--- src/rtl/hazard_stall_controller.sv ---
// Hazard detection and pipeline sequencing: load-use stall, taken-branch/jump
// flush, structural stall on a multi-cycle mult/div unit, plus a saturating
// stall-cycle performance counter.
module hazard_stall_controller #(
   parameter int unsigned MDU_LATENCY = 4,
   parameter int unsigned CNT_W       = 16
) (
   input  logic             clk,
   input  logic             rst_n,
   input  logic             MemRead_ID_EX,
   input  logic [4:0]       rt_ID_EX,
   input  logic [4:0]       rs_IF_ID,
   input  logic [4:0]       rt_IF_ID,
   input  logic             uses_rt_IF_ID,
   input  logic             mdu_start_ID,
   input  logic             hilo_read_ID,
   input  logic             jump_ID,
   input  logic             branch_taken_EX,
   output logic             PCWrite,
   output logic             IF_ID_Write,
   output logic             IF_ID_Flush,
   output logic             ID_EX_Bubble,
   output logic             mdu_busy,
   output logic             mdu_done,
   output logic [CNT_W-1:0] stall_cycles
);

   typedef enum logic {IDLE, RUN} mdu_state_t;

   mdu_state_t state;
   logic [3:0] cnt;
   logic       load_use;
   logic       mdu_stall;
   logic       stall;
   logic       accept;

   // Hazard terms and the "ID advances" condition
   always_comb begin
      load_use  = MemRead_ID_EX && (rt_ID_EX != 5'd0) &&
                  ((rt_ID_EX == rs_IF_ID) || (uses_rt_IF_ID && (rt_ID_EX == rt_IF_ID)));
      mdu_stall = mdu_busy && (mdu_start_ID || hilo_read_ID);
      stall     = load_use || mdu_stall;
      accept    = !branch_taken_EX && !stall;
   end

   // Prioritised pipeline control; reset holds the front end frozen and flushed
   always_comb begin
      PCWrite      = 1'b1;
      IF_ID_Write  = 1'b1;
      IF_ID_Flush  = 1'b0;
      ID_EX_Bubble = 1'b0;
      if (!rst_n) begin
         PCWrite      = 1'b0;
         IF_ID_Write  = 1'b0;
         IF_ID_Flush  = 1'b1;
         ID_EX_Bubble = 1'b1;
      end else if (branch_taken_EX) begin
         IF_ID_Flush  = 1'b1;
         ID_EX_Bubble = 1'b1;
      end else if (stall) begin
         PCWrite      = 1'b0;
         IF_ID_Write  = 1'b0;
         ID_EX_Bubble = 1'b1;
      end else if (jump_ID) begin
         IF_ID_Flush  = 1'b1;
      end
   end

   // MDU occupancy FSM, done pulse and saturating stall counter
   always_ff @(posedge clk or negedge rst_n) begin
      if (!rst_n) begin
         state        <= IDLE;
         cnt          <= '0;
         mdu_busy     <= 1'b0;
         mdu_done     <= 1'b0;
         stall_cycles <= '0;
      end else begin
         mdu_done <= 1'b0;
         case (state)
            IDLE: begin
               if (accept && mdu_start_ID) begin
                  state    <= RUN;
                  cnt      <= 4'(MDU_LATENCY - 1);
                  mdu_busy <= 1'b1;
               end
            end
            RUN: begin
               // A taken branch in EX is younger than the running op, so RUN never aborts here
               if (cnt != 4'd0) begin
                  cnt <= cnt - 4'd1;
               end else begin
                  state    <= IDLE;
                  mdu_busy <= 1'b0;
                  mdu_done <= 1'b1;
               end
            end
            default: begin
               state    <= IDLE;
               cnt      <= '0;
               mdu_busy <= 1'b0;
            end
         endcase
         if (stall && !branch_taken_EX && (stall_cycles != '1))
            stall_cycles <= stall_cycles + CNT_W'(1);
      end
   end

endmodule

--- config.mk ---
export PLATFORM = sky130hd
export DESIGN_NAME = hazard_stall_controller
export DESIGN_NICKNAME = d
export VERILOG_FILES = /design/src/rtl/hazard_stall_controller.sv
export SDC_FILE = /design/constraint.sdc
export NUM_CORES = 1
export LEC_CHECK = 0
export BUFFER_PORTS_ARGS = -buffer_cell sky130_fd_sc_hd__buf_2
export CORE_ASPECT_RATIO = 1.5
export CORE_MARGIN = 3
export CORE_UTILIZATION = 37
export DETAILED_ROUTE_END_ITERATION = 12
export HOLD_SLACK_MARGIN = 0.12
export SYNTH_ARGS = -nofsm -noshare
export SYNTH_HDL_FRONTEND = slang
export SYNTH_SLANG_ARGS = --single-unit
--- constraint.sdc ---
create_clock -name clk -period 4.01 [get_ports clk]
set_input_delay 1.0025 -clock clk [delete_from_list [all_inputs] [get_ports clk]]
set_output_delay 1.0025 -clock clk [all_outputs]
set_load 0.01 [all_outputs]
## After elaboration in Yosys (flattened, before gate mapping)

Index checks and enable logic that the tools add are counted.

| word-level totals | value |
|---|---|
| bits in registers | 23 |
| input port bits | 23 |
| output and inout port bits | 22 |
| logic and storage cells | 52 |

| operators by class | value |
|---|---|
| add/subtract/negate cells | 2 |
| equal/unequal tests | 6 |
| mux-type cells | 21 |
| bitwise operators | 1 |
| reductions and logical operators | 17 |

Operator list:

| operator | number |
|---|---|
| 16-bit by 1-bit adder with 16-bit output, second input constant | 1 |
| 1-bit 2-to-1 mux | 16 |
| 16-bit != test, second input constant | 1 |
| 5-bit equality test | 2 |
| 1-bit logical AND | 8 |
| 4-bit 2-to-1 mux | 2 |
| 4-bit one-hot mux with 2 select lines | 1 |
| 5-bit nonzero test | 1 |
| 2-bit != test, second input constant | 2 |
| 1-bit one-hot mux with 2 select lines | 2 |
| 2-bit AND reduction | 2 |
| 4-bit nonzero test | 1 |
| 4-bit by 1-bit subtractor with 4-bit output, second input constant | 1 |
| 1-bit logical OR | 3 |
| 1-bit zero test | 2 |
| 2-bit by 1-bit != test with 1-bit output, second input constant | 1 |
| 1-bit NOT | 1 |

## Depth between registers and ports, before layout

Gate-level depths: netlist of run 1.

| depth | value |
|---|---|
| depth in word-level cells | 10 |
| depth in mapped cells | 7 |
| depth with buffers taken out | 6 |

## Least setup slack after synthesis of run 1

OpenSTA, ideal clock, no wires.

| timing path | value |
|---|---|
| path kind | in2out |
| from | input rt_ID_EX[1] |
| to | output PCWrite |
| data arrival time | 2.275 ns |
| data required time | 3.008 ns |
| setup slack | 0.732 ns |
| stages | 5 |
| buffers on the path | 1 |
| cells stage by stage | or4_4 -> o21a_1 -> a21oi_1 -> o21a_1 -> buf_4 |

| between the ends | value |
|---|---|
| word-level cells in the longest chain between the ends | 8 |
| elaborated cells between the ends (all ways) | 11 |
| classes of those cells | eq/ne (2); mux (3); reduce/logical (6) |

Ends and longest elaborated chain:

| what | line | RTL |
|---|---|---|
| from (decl) | 11 | `input logic [4:0] rt_ID_EX,` |
| 5-bit equality test | 40 | `((rt_ID_EX == rs_IF_ID) \|\| (uses_rt_IF_ID && (rt_ID_EX == rt_IF_ID)));` |
| 1-bit logical AND | 40 |  |
| 1-bit logical OR | 40 |  |
| 1-bit logical AND (*) | 39 | `load_use = MemRead_ID_EX && (rt_ID_EX != 5'd0) &&` |
| 1-bit logical OR (*) | 42 | `stall = load_use \|\| mdu_stall;` |
| 1-bit 2-to-1 mux (*) (3 in a row) | n/a |  |
| to (decl) | 19 | `output logic PCWrite,` |

Every way passes the cells marked *; elsewhere a longest branch is shown, timed or not.

## Worst setup path after layout of run 1

| timing path | value |
|---|---|
| from | input rt_ID_EX[1] |
| to | output IF_ID_Write |

| between the ends | value |
|---|---|
| word-level cells in the longest chain between the ends | 8 |
| elaborated cells between the ends (all ways) | 11 |
| classes of those cells | eq/ne (2); mux (3); reduce/logical (6) |

Ends and longest elaborated chain:

| what | line | RTL |
|---|---|---|
| 5-bit equality test | 40 |  |
| 1-bit logical AND | 40 |  |
| 1-bit logical OR | 40 |  |
| 1-bit logical AND (*) | 39 |  |
| 1-bit logical OR (*) | 42 |  |
| 1-bit 2-to-1 mux (*) | 60 | `end else if (stall) begin` |
| 1-bit 2-to-1 mux (*) | 57 | `end else if (branch_taken_EX) begin` |
| 1-bit 2-to-1 mux (*) | 52 | `if (!rst_n) begin` |
| to (decl) | 20 | `output logic IF_ID_Write,` |

Marks and branches as above.

==> results of run 1 <==
## how the worst min path moves through the flow
stage                             endpoint  depth (start not counted)
after detailed placement  stall_cycles[10]                          1
after global routing              mdu_done                          1
final                     stall_cycles[10]                          1
after floorplan                     cnt[1]                          2
after global placement    stall_cycles[15]                          1
after CTS                 stall_cycles[10]                          1
## layer usage
layer  vias to the layer above  track usage, %  wire [um]
li1                        607               -          -
met1                       585            18.4       1320
met2                        49            25.3       1720
met3                         8            2.80        204
met4                         0            7.17         81
met5                         -               0          0
## registers in the layout, summed over array words and instances, names as in the netlist
name          flops
stall_cycles     16
mdu_busy          1
mdu_done          1
state             1
cnt               4
## critical path, cell delays in order
cell and delay [ns]:
buf_2 0.12, or4_4 0.54, o21a_1 0.24, a21oi_1 0.30, o21a_1 0.17, buf_2 0.13
## Yosys cell counts, types with 2 or more instances
master / instances / area share, %
a21oi_1: 4 / 1.4
and3_1: 6 / 2.6
and4_1: 6 / 3.6
buf_4: 3 / 1.5
dfrtp_1: 23 / 39
ha_1: 3 / 2.6
inv_1: 3 / 0.77
nand2_1: 14 / 3.6
nand3_1: 2 / 0.68
nand4b_1: 2 / 1.2
nor2_1: 3 / 0.77
nor3_1: 3 / 1.0
nor3b_1: 2 / 1.0
nor4_1: 2 / 0.85
o2111ai_1: 3 / 1.8
o2111ai_2: 3 / 3.1
o211ai_1: 2 / 1.0
o211ai_2: 7 / 6.0
o21a_1: 3 / 1.5
o21ai_2: 3 / 1.8
xnor2_1: 25 / 15
## where the power goes
part	leakage [uW]	internal, uW	switching [uW]	total [uW]
Sequential	0.000295	287	53.7	341
Combinational	0.000490	125	171	296
Clock	0.0000255	69.4	76.4	146
## per-stage QoR
step | instance area [um^2] | worst slack (ns) | util, % | cells | hold WS, ns
finish | 1770 | 0.508 | 47.1 | 227 | 0.493
global route | 1770 | 0.407 | 47.1 | 227 | 0.519
CTS | 1770 | 0.507 | 47.1 | 227 | 0.499
detailed placement | 1720 | 0.514 | 45.9 | 223 | 0.482
global placement | 1720 | 0.548 | 45.9 | 223 | 0.479
floorplan | 1470 | 0.732 | - | 141 | 0.467
## final cells by class
type | instances | area (um^2)
fillers | 370 | 1980
multi-input cells | 107 | 841
flip-flops and latches | 23 | 576
repair buffers | 46 | 235
well taps | 43 | 53.8
clock buffers | 3 | 41.3
inverters | 4 | 15.0
clock inverters | 1 | 5.00
## cells by family after synthesis
logic type	synth area share (%)
AO/OA/AOI/OAI	20.7
AND/OR/NAND/NOR	17.8
XOR/XNOR	14.9
buffers and inverters	4.17
multiplexers	0.765
adder cells (fa/ha/maj)	2.55
flip-flops	39.1
==> impl_metrics.json, run 1 <==
{
  "place_congestion": 0.727,
  "final_common_cell": "buf_2",
  "drtIter0Drc": 24,
  "max_slew_margin_pct": 41.5,
  "fp.dieH_um": 83.2,
  "cts_tree": "yes",
  "ys_seq_area_share_pct": 39.1,
  "startpoint": "rt_ID_EX[1]",
  "synth_warnings": 0,
  "num_antenna_cells": 0,
  "avgSynthCellArea_um2": 10.4,
  "synthArstFlopShare_pct": 100,
  "routedWlPerCell_um": 14.7,
  "tightest_slew_ns": 0.877,
  "die_x_um": 57.5,
  "rr_endpoint": "stall_cycles[1]",
  "r2r-start": "stall_cycles[0]",
  "ios": 45,
  "rsz0062_at_grt": "no",
  "ys_types": 40,
  "nets": 211,
  "slew_violations": 0,
  "critPathRequiredTime_ns": 3.01,
  "grt_overflow_total": 0,
  "first_pass_iters": 4,
  "cp-endpoint": "IF_ID_Write",
  "path_max_fanout": 5,
  "io_buffers": 44,
  "viasPerCell": 5.50,
  "fmax_ghz": 0.286,
  "layout-drive-gt1-share_pct": 36.4,
  "clock_sinks": 23,
  "final_cell_mix": "44 x buf_2, 25 x xnor2_1, 23 x dfrtp_1",
  "cts_buffers": 3,
  "ant_nets": 0,
  "worstSkewPairLatency_ns": 0.26,
  "core-area_um2": 3750,
  "drc_errors": 0,
  "setup_viol": 0,
  "hold_viol": 0,
  "totalWireLength_mm": 3.33,
  "synth-edff-count": 0,
  "crit_type": "primary input to output port",
  "grt_max_degree": 23,
  "ys.flop_type": "dfrtp_1",
  "finalCriticalPeriod_ns": 3.50,
  "grt_pass1_vias": 1269,
  "grt_usage_pct": 15.2,
  "cts_max_level": 1,
  "finalCritPeriodShare_pct": 87.3,
  "antenna_found_initial": 0,
  "syn_inst": 141,
  "syn_to_final_growth_pct": 20.1,
  "dp_hpwl_mm": 2.61,
  "irDropWorstVdd_mv": 0.289,
  "routed-via-count": 1249,
  "rows": 27,
  "power_density_nw_per_um2": 443,
  "p_leak_uw": 0.000811,
  "grt_pass1_wl_mm": 5.95,
  "synth_nets": 167,
  "clockBufferDepth": 2,
  "finalPower_uw": 783,
  "min_path_type": "flip-flop to flip-flop",
  "cts.clk_slew.worst_paths_ns": 0.09,
  "postCtsSetupRepairBufs": 0,
  "clock_skew_ns": 0.00539,
  "arrival_ns": 2.50,
  "synth_seq_cells": 23,
  "hold_start": "stall_cycles[10]",
  "status": "finished clean",
  "hold_buffers": 0,
  "ctsResizeCount": 0,
  "cts-root-buf": "clkbuf_8",
  "rr_worst_depth": 6,
  "start_kind": "primary input",
  "endpoint_kind": "output port",
  "fin_tns_setup_ns": 0,
  "r2r_setup_slack_ns": 1.59,
  "netlist_area_um2": 1470,
  "max_cap_violations": 0,
  "start_util_pct": 39.2,
  "dieArea_um2": 4790
}
(Power assumes the default switching activity.)
==> inputs of run 2 (changes only) <==
- CORE_UTILIZATION: 37 -> 55
- PLACE_DENSITY: unset -> 0.85
==> impl_metrics.json, run 2 (synthesis gave the netlist of run 1 again) <==
{
  "endpoint_kind": "output port",
  "utilization_pct": 69.1,
  "use_met1_pct": 23.9,
  "cts.clk_slew.worst_paths_ns": 0.13,
  "dieArea_um2": 3340,
  "ios": 45,
  "grt_overflow_total": 0,
  "crit_slowest_cell": "or4_4",
  "crit_type": "primary input to output port",
  "crit_chain": "buf_2 > or4_4 > o21a_1 > a21oi_1 > o21a_1 > buf_2",
  "slew_violations": 0,
  "start_util_pct": 58.7,
  "core-area_um2": 2500,
  "cts_buffers": 3,
  "place_congestion": 0.831,
  "final_cell_mix": "44 x buf_2, 25 x xnor2_1, 23 x dfrtp_1",
  "largest_register": "stall_cycles",
  "max_slew_margin_pct": 42.3,
  "grt_max_degree": 27,
  "ant_nets": 0,
  "routedWlPerCell_um": 14.7,
  "design_area_um2": 1730,
  "rows": 22,
  "dp_hpwl_mm": 2.45,
  "start_kind": "primary input",
  "top_usage_layer": "met2",
  "postCtsSetupRepairBufs": 0,
  "hold_buffers": 0,
  "first_pass_iters": 4,
  "routed-via-count": 1279,
  "power_density_nw_per_um2": 435,
  "grt_pass1_wl_mm": 5.24,
  "setup_viol": 0,
  "nets": 210,
  "nFillCells": 199,
  "path_max_fanout": 5,
  "max_cap_violations": 0,
  "fin_tns_setup_ns": 0,
  "cp_top_family": "compound AO/OA/AOI/OAI gates",
  "critPathRequiredTime_ns": 3.01,
  "ctsResizeCount": 0,
  "num_antenna_cells": 0,
  "fp.dieH_um": 69.3,
  "syn_to_final_growth_pct": 17.7,
  "arrival_ns": 2.47,
  "grt_pass1_vias": 1276,
  "cts_tree": "yes",
  "largest_reg_flops": 16,
  "die_x_um": 48.2,
  "min_path_type": "flip-flop to flip-flop",
  "totalWireLength_mm": 3.23,
  "cts_max_level": 1,
  "status": "finished clean",
  "tightest_slew_ns": 0.865,
  "rsz0062_at_grt": "no",
  "final_common_cell": "buf_2",
  "io_buffers": 44,
  "largestRegisters": "stall_cycles x16, cnt x4",
  "drtIter0Drc": 37,
  "viasPerCell": 5.84,
  "clock_skew_ns": 0.00246,
  "critical-path-max-stage-delay_ns": 0.54,
  "hold_viol": 0,
  "cts-root-buf": "clkbuf_4",
  "clockBufferDepth": 2,
  "worstSkewPairLatency_ns": 0.32,
  "path_buf_inv": 2,
  "antenna_found_initial": 0,
  "use_met3_pct": 3.90,
  "finalCriticalPeriod_ns": 3.47,
  "placed_area_um2": 1700,
  "layout-drive-gt1-share_pct": 36.1,
  "irDropWorstVdd_mv": 0.278,
  "p_leak_uw": 0.000799,
  "fmax_ghz": 0.288,
  "clock_sinks": 23,
  "r2r_setup_slack_ns": 1.57,
  "finalCritPeriodShare_pct": 86.5,
  "drc_errors": 0,
  "grt_usage_pct": 20.9,
  "use_met2_pct": 34.6
}
## run 2: cell count changes in the layout (fill, tap and decap cells not counted)
cell,delta
clkbuf_8,-3
clkbuf_4,+3
buf_4,-1
## run 2: final cells by class
type	instances	area (um^2)	share of cell area (%)
multi-input cells	107	841	48.6
flip-flops and latches	23	576	33.2
repair buffers	45	228	13.2
well taps	36	45.0	2.60
clock buffers	3	22.5	1.30
inverters	4	15.0	0.867
clock inverters	1	5.00	0.289
## run 2: path summary, 6_finish.rpt
path,endpoint,start,depth (start not counted)
worst min register to register,stall_cycles[10],stall_cycles[10],1
min in group asynchronous,stall_cycles[10],rst_n,1
worst min-delay path,stall_cycles[10],stall_cycles[10],1
worst max-delay path,IF_ID_Write,rt_ID_EX[1],6
max in group asynchronous,stall_cycles[6],rst_n,1
worst max register to register,stall_cycles[1],stall_cycles[0],6
## run 2: power breakdown
group	switching [uW]	total, uW	internal (uW)
registers	54.1	341	287
logic	174	298	125
clock network	75.8	113	37.4
## run 2: metrics by stage
| step | hold WS (ns) | cells | setup slack [ns] | total power [uW] |
|---|---|---|---|---|
| 6_report | 0.499 | 219 | 0.541 | 752 |
| 3_3_place_gp | 0.478 | 215 | 0.592 | 624 |
| 4_1_cts | 0.504 | 219 | 0.534 | 752 |
| 3_5_place_dp | 0.481 | 215 | 0.540 | 643 |
| 2_1_floorplan | 0.467 | 141 | 0.732 | 548 |
| 5_1_grt | 0.510 | 219 | 0.427 | 804 |
## run 2: per-layer routing
metal	vias up	wire, um
met5	-	0
met4	0	55
met3	4	177
met2	43	1640
met1	627	1350
li1	605	-
==> inputs of run 3 (changes only) <==
- BUFFER_PORTS_ARGS: -buffer_cell sky130_fd_sc_hd__buf_2 -> -buffer_cell sky130_fd_sc_hd__clkbuf_2
- PLACE_DENSITY: 0.85 -> 0.86
- RECOVER_POWER: unset -> 25
==> impl_metrics.json, run 3 (synthesis gave the netlist of run 1 again) <==
{
  "slew_violations": 0,
  "largestRegisters": "stall_cycles x16, cnt x4",
  "ant_nets": 0,
  "p_leak_uw": 0.000800,
  "grt_usage_pct": 20.8,
  "cts-root-buf": "clkbuf_4",
  "die_x_um": 48.2,
  "path_max_fanout": 5,
  "postCtsSetupRepairBufs": 0,
  "drtIter0Drc": 20,
  "start_util_pct": 58.7,
  "crit_slowest_cell": "or4_4",
  "max_slew_margin_pct": 43.4,
  "clockBufferDepth": 2,
  "finalCriticalPeriod_ns": 3.46,
  "routed-via-count": 1282,
  "cts_buffers": 3,
  "fp.dieH_um": 69.3,
  "nFillCells": 193,
  "cts.clk_slew.worst_paths_ns": 0.12,
  "crit_type": "primary input to output port",
  "final_common_cell": "clkbuf_2",
  "drc_errors": 0,
  "grt_pass1_vias": 1256,
  "num_antenna_cells": 0,
  "cts_tree": "yes",
  "max_cap_violations": 0,
  "finalCritPeriodShare_pct": 86.3,
  "routedWlPerCell_um": 14.3,
  "seq_area_um2": 576,
  "hold_viol": 0,
  "critPathRequiredTime_ns": 3.01,
  "cp_top_family": "compound AO/OA/AOI/OAI gates",
  "clock_sinks": 23,
  "io_buffers": 44,
  "power_density_nw_per_um2": 429,
  "fmax_ghz": 0.289,
  "first_pass_iters": 4,
  "rows": 22,
  "hold_slack_ns": 0.501,
  "multi_input_area_um2": 841,
  "fin_tns_setup_ns": 0,
  "place_congestion": 0.760,
  "tightest_slew_ns": 0.849,
  "utilization_pct": 69.5,
  "crit_chain": "clkbuf_2 > or4_4 > o21a_1 > a21oi_1 > o21a_1 > clkbuf_2",
  "layout-drive-gt1-share_pct": 35.7,
  "rsz0062_at_grt": "no",
  "irDropWorstVdd_mv": 0.300,
  "path_buf_inv": 2,
  "cts_max_level": 1,
  "core-area_um2": 2500,
  "setup_viol": 0,
  "totalWireLength_mm": 3.17,
  "final_cell_mix": "43 x clkbuf_2, 25 x xnor2_1, 23 x dfrtp_1",
  "start_kind": "primary input",
  "critical-path-max-stage-delay_ns": 0.54,
  "placed_area_um2": 1720,
  "syn_to_final_growth_pct": 18.4,
  "nets": 212,
  "hold_buffers": 0,
  "dieArea_um2": 3340,
  "clock_skew_ns": 0.00858,
  "endpoint_kind": "output port",
  "ios": 45,
  "ctsResizeCount": 0,
  "status": "finished clean",
  "grt_max_degree": 20,
  "dp_hpwl_mm": 2.51,
  "largest_reg_flops": 16,
  "design_area_um2": 1740,
  "grt_pass1_wl_mm": 5.20,
  "grt_overflow_total": 0,
  "arrival_ns": 2.46,
  "min_path_type": "flip-flop to flip-flop",
  "antenna_found_initial": 0,
  "largest_register": "stall_cycles",
  "worstSkewPairLatency_ns": 0.31,
  "viasPerCell": 5.80
}
## run 3: cell types whose count changed in the layout (fill, tap and decap cells not counted)
cell      before  now
clkbuf_1       0    2
buf_4          1    2
buf_2         44    0
clkbuf_2       0   43
## run 3: worst reg2reg max path, stage by stage, from the launching register on
cell and delay [ns]:
dfrtp_1 0.45, ha_1 0.25, and4_1 0.25, a41o_1 0.23, a21oi_2 0.62, o21ai_2 0.18
mux2_1 0.35
## run 3: final cells by class
| cell class | instances | area share, % |
|---|---|---|
| Sequential cell | 23 | 33.0 |
| Clock inverter | 1 | 0.287 |
| Tap cell | 36 | 2.59 |
| Inverter | 4 | 0.862 |
| Clock buffer | 3 | 1.29 |
| Multi-Input combinational cell | 107 | 48.3 |
| Timing Repair Buffer | 47 | 13.6 |
## run 3: routing by layer
metal,global-route usage [%],vias up,wire length (um)
met3,3.38,6,162
met4,10.8,0,60
li1,-,614,-
met1,23.9,618,1240
met2,34.3,44,1700
met5,0,-,0
## run 3: power by group
part           switching, uW  total, uW  leakage [uW]  internal (uW)
registers               54.7        342      0.000295            287
logic                    173        301      0.000487            128
clock network           67.5        105     0.0000177           37.2
## run 3: final timing paths
| kind | cells after the start | from | slack (ns) | end |
|---|---|---|---|---|
| worst max-delay path | 6 | rt_ID_EX[1] | 0.55 | IF_ID_Write |
| worst min-delay path | 1 | stall_cycles[15] | 0.50 | stall_cycles[15] |
| worst max register to register | 6 | stall_cycles[0] | 1.58 | stall_cycles[1] |
| worst min register to register | 1 | stall_cycles[15] | 0.50 | stall_cycles[15] |
| max in group asynchronous | 2 | rst_n | 2.26 | stall_cycles[5] |
| min in group asynchronous | 1 | rst_n | 0.66 | cnt[3] |
## run 3: through the flow
stage	setup slack (ns)	power (uW)	instances
2_1_floorplan	0.732	548	141
3_3_place_gp	0.613	630	217
3_5_place_dp	0.570	653	217
4_1_cts	0.562	761	221
5_1_grt	0.467	808	221
6_report	0.549	747	221
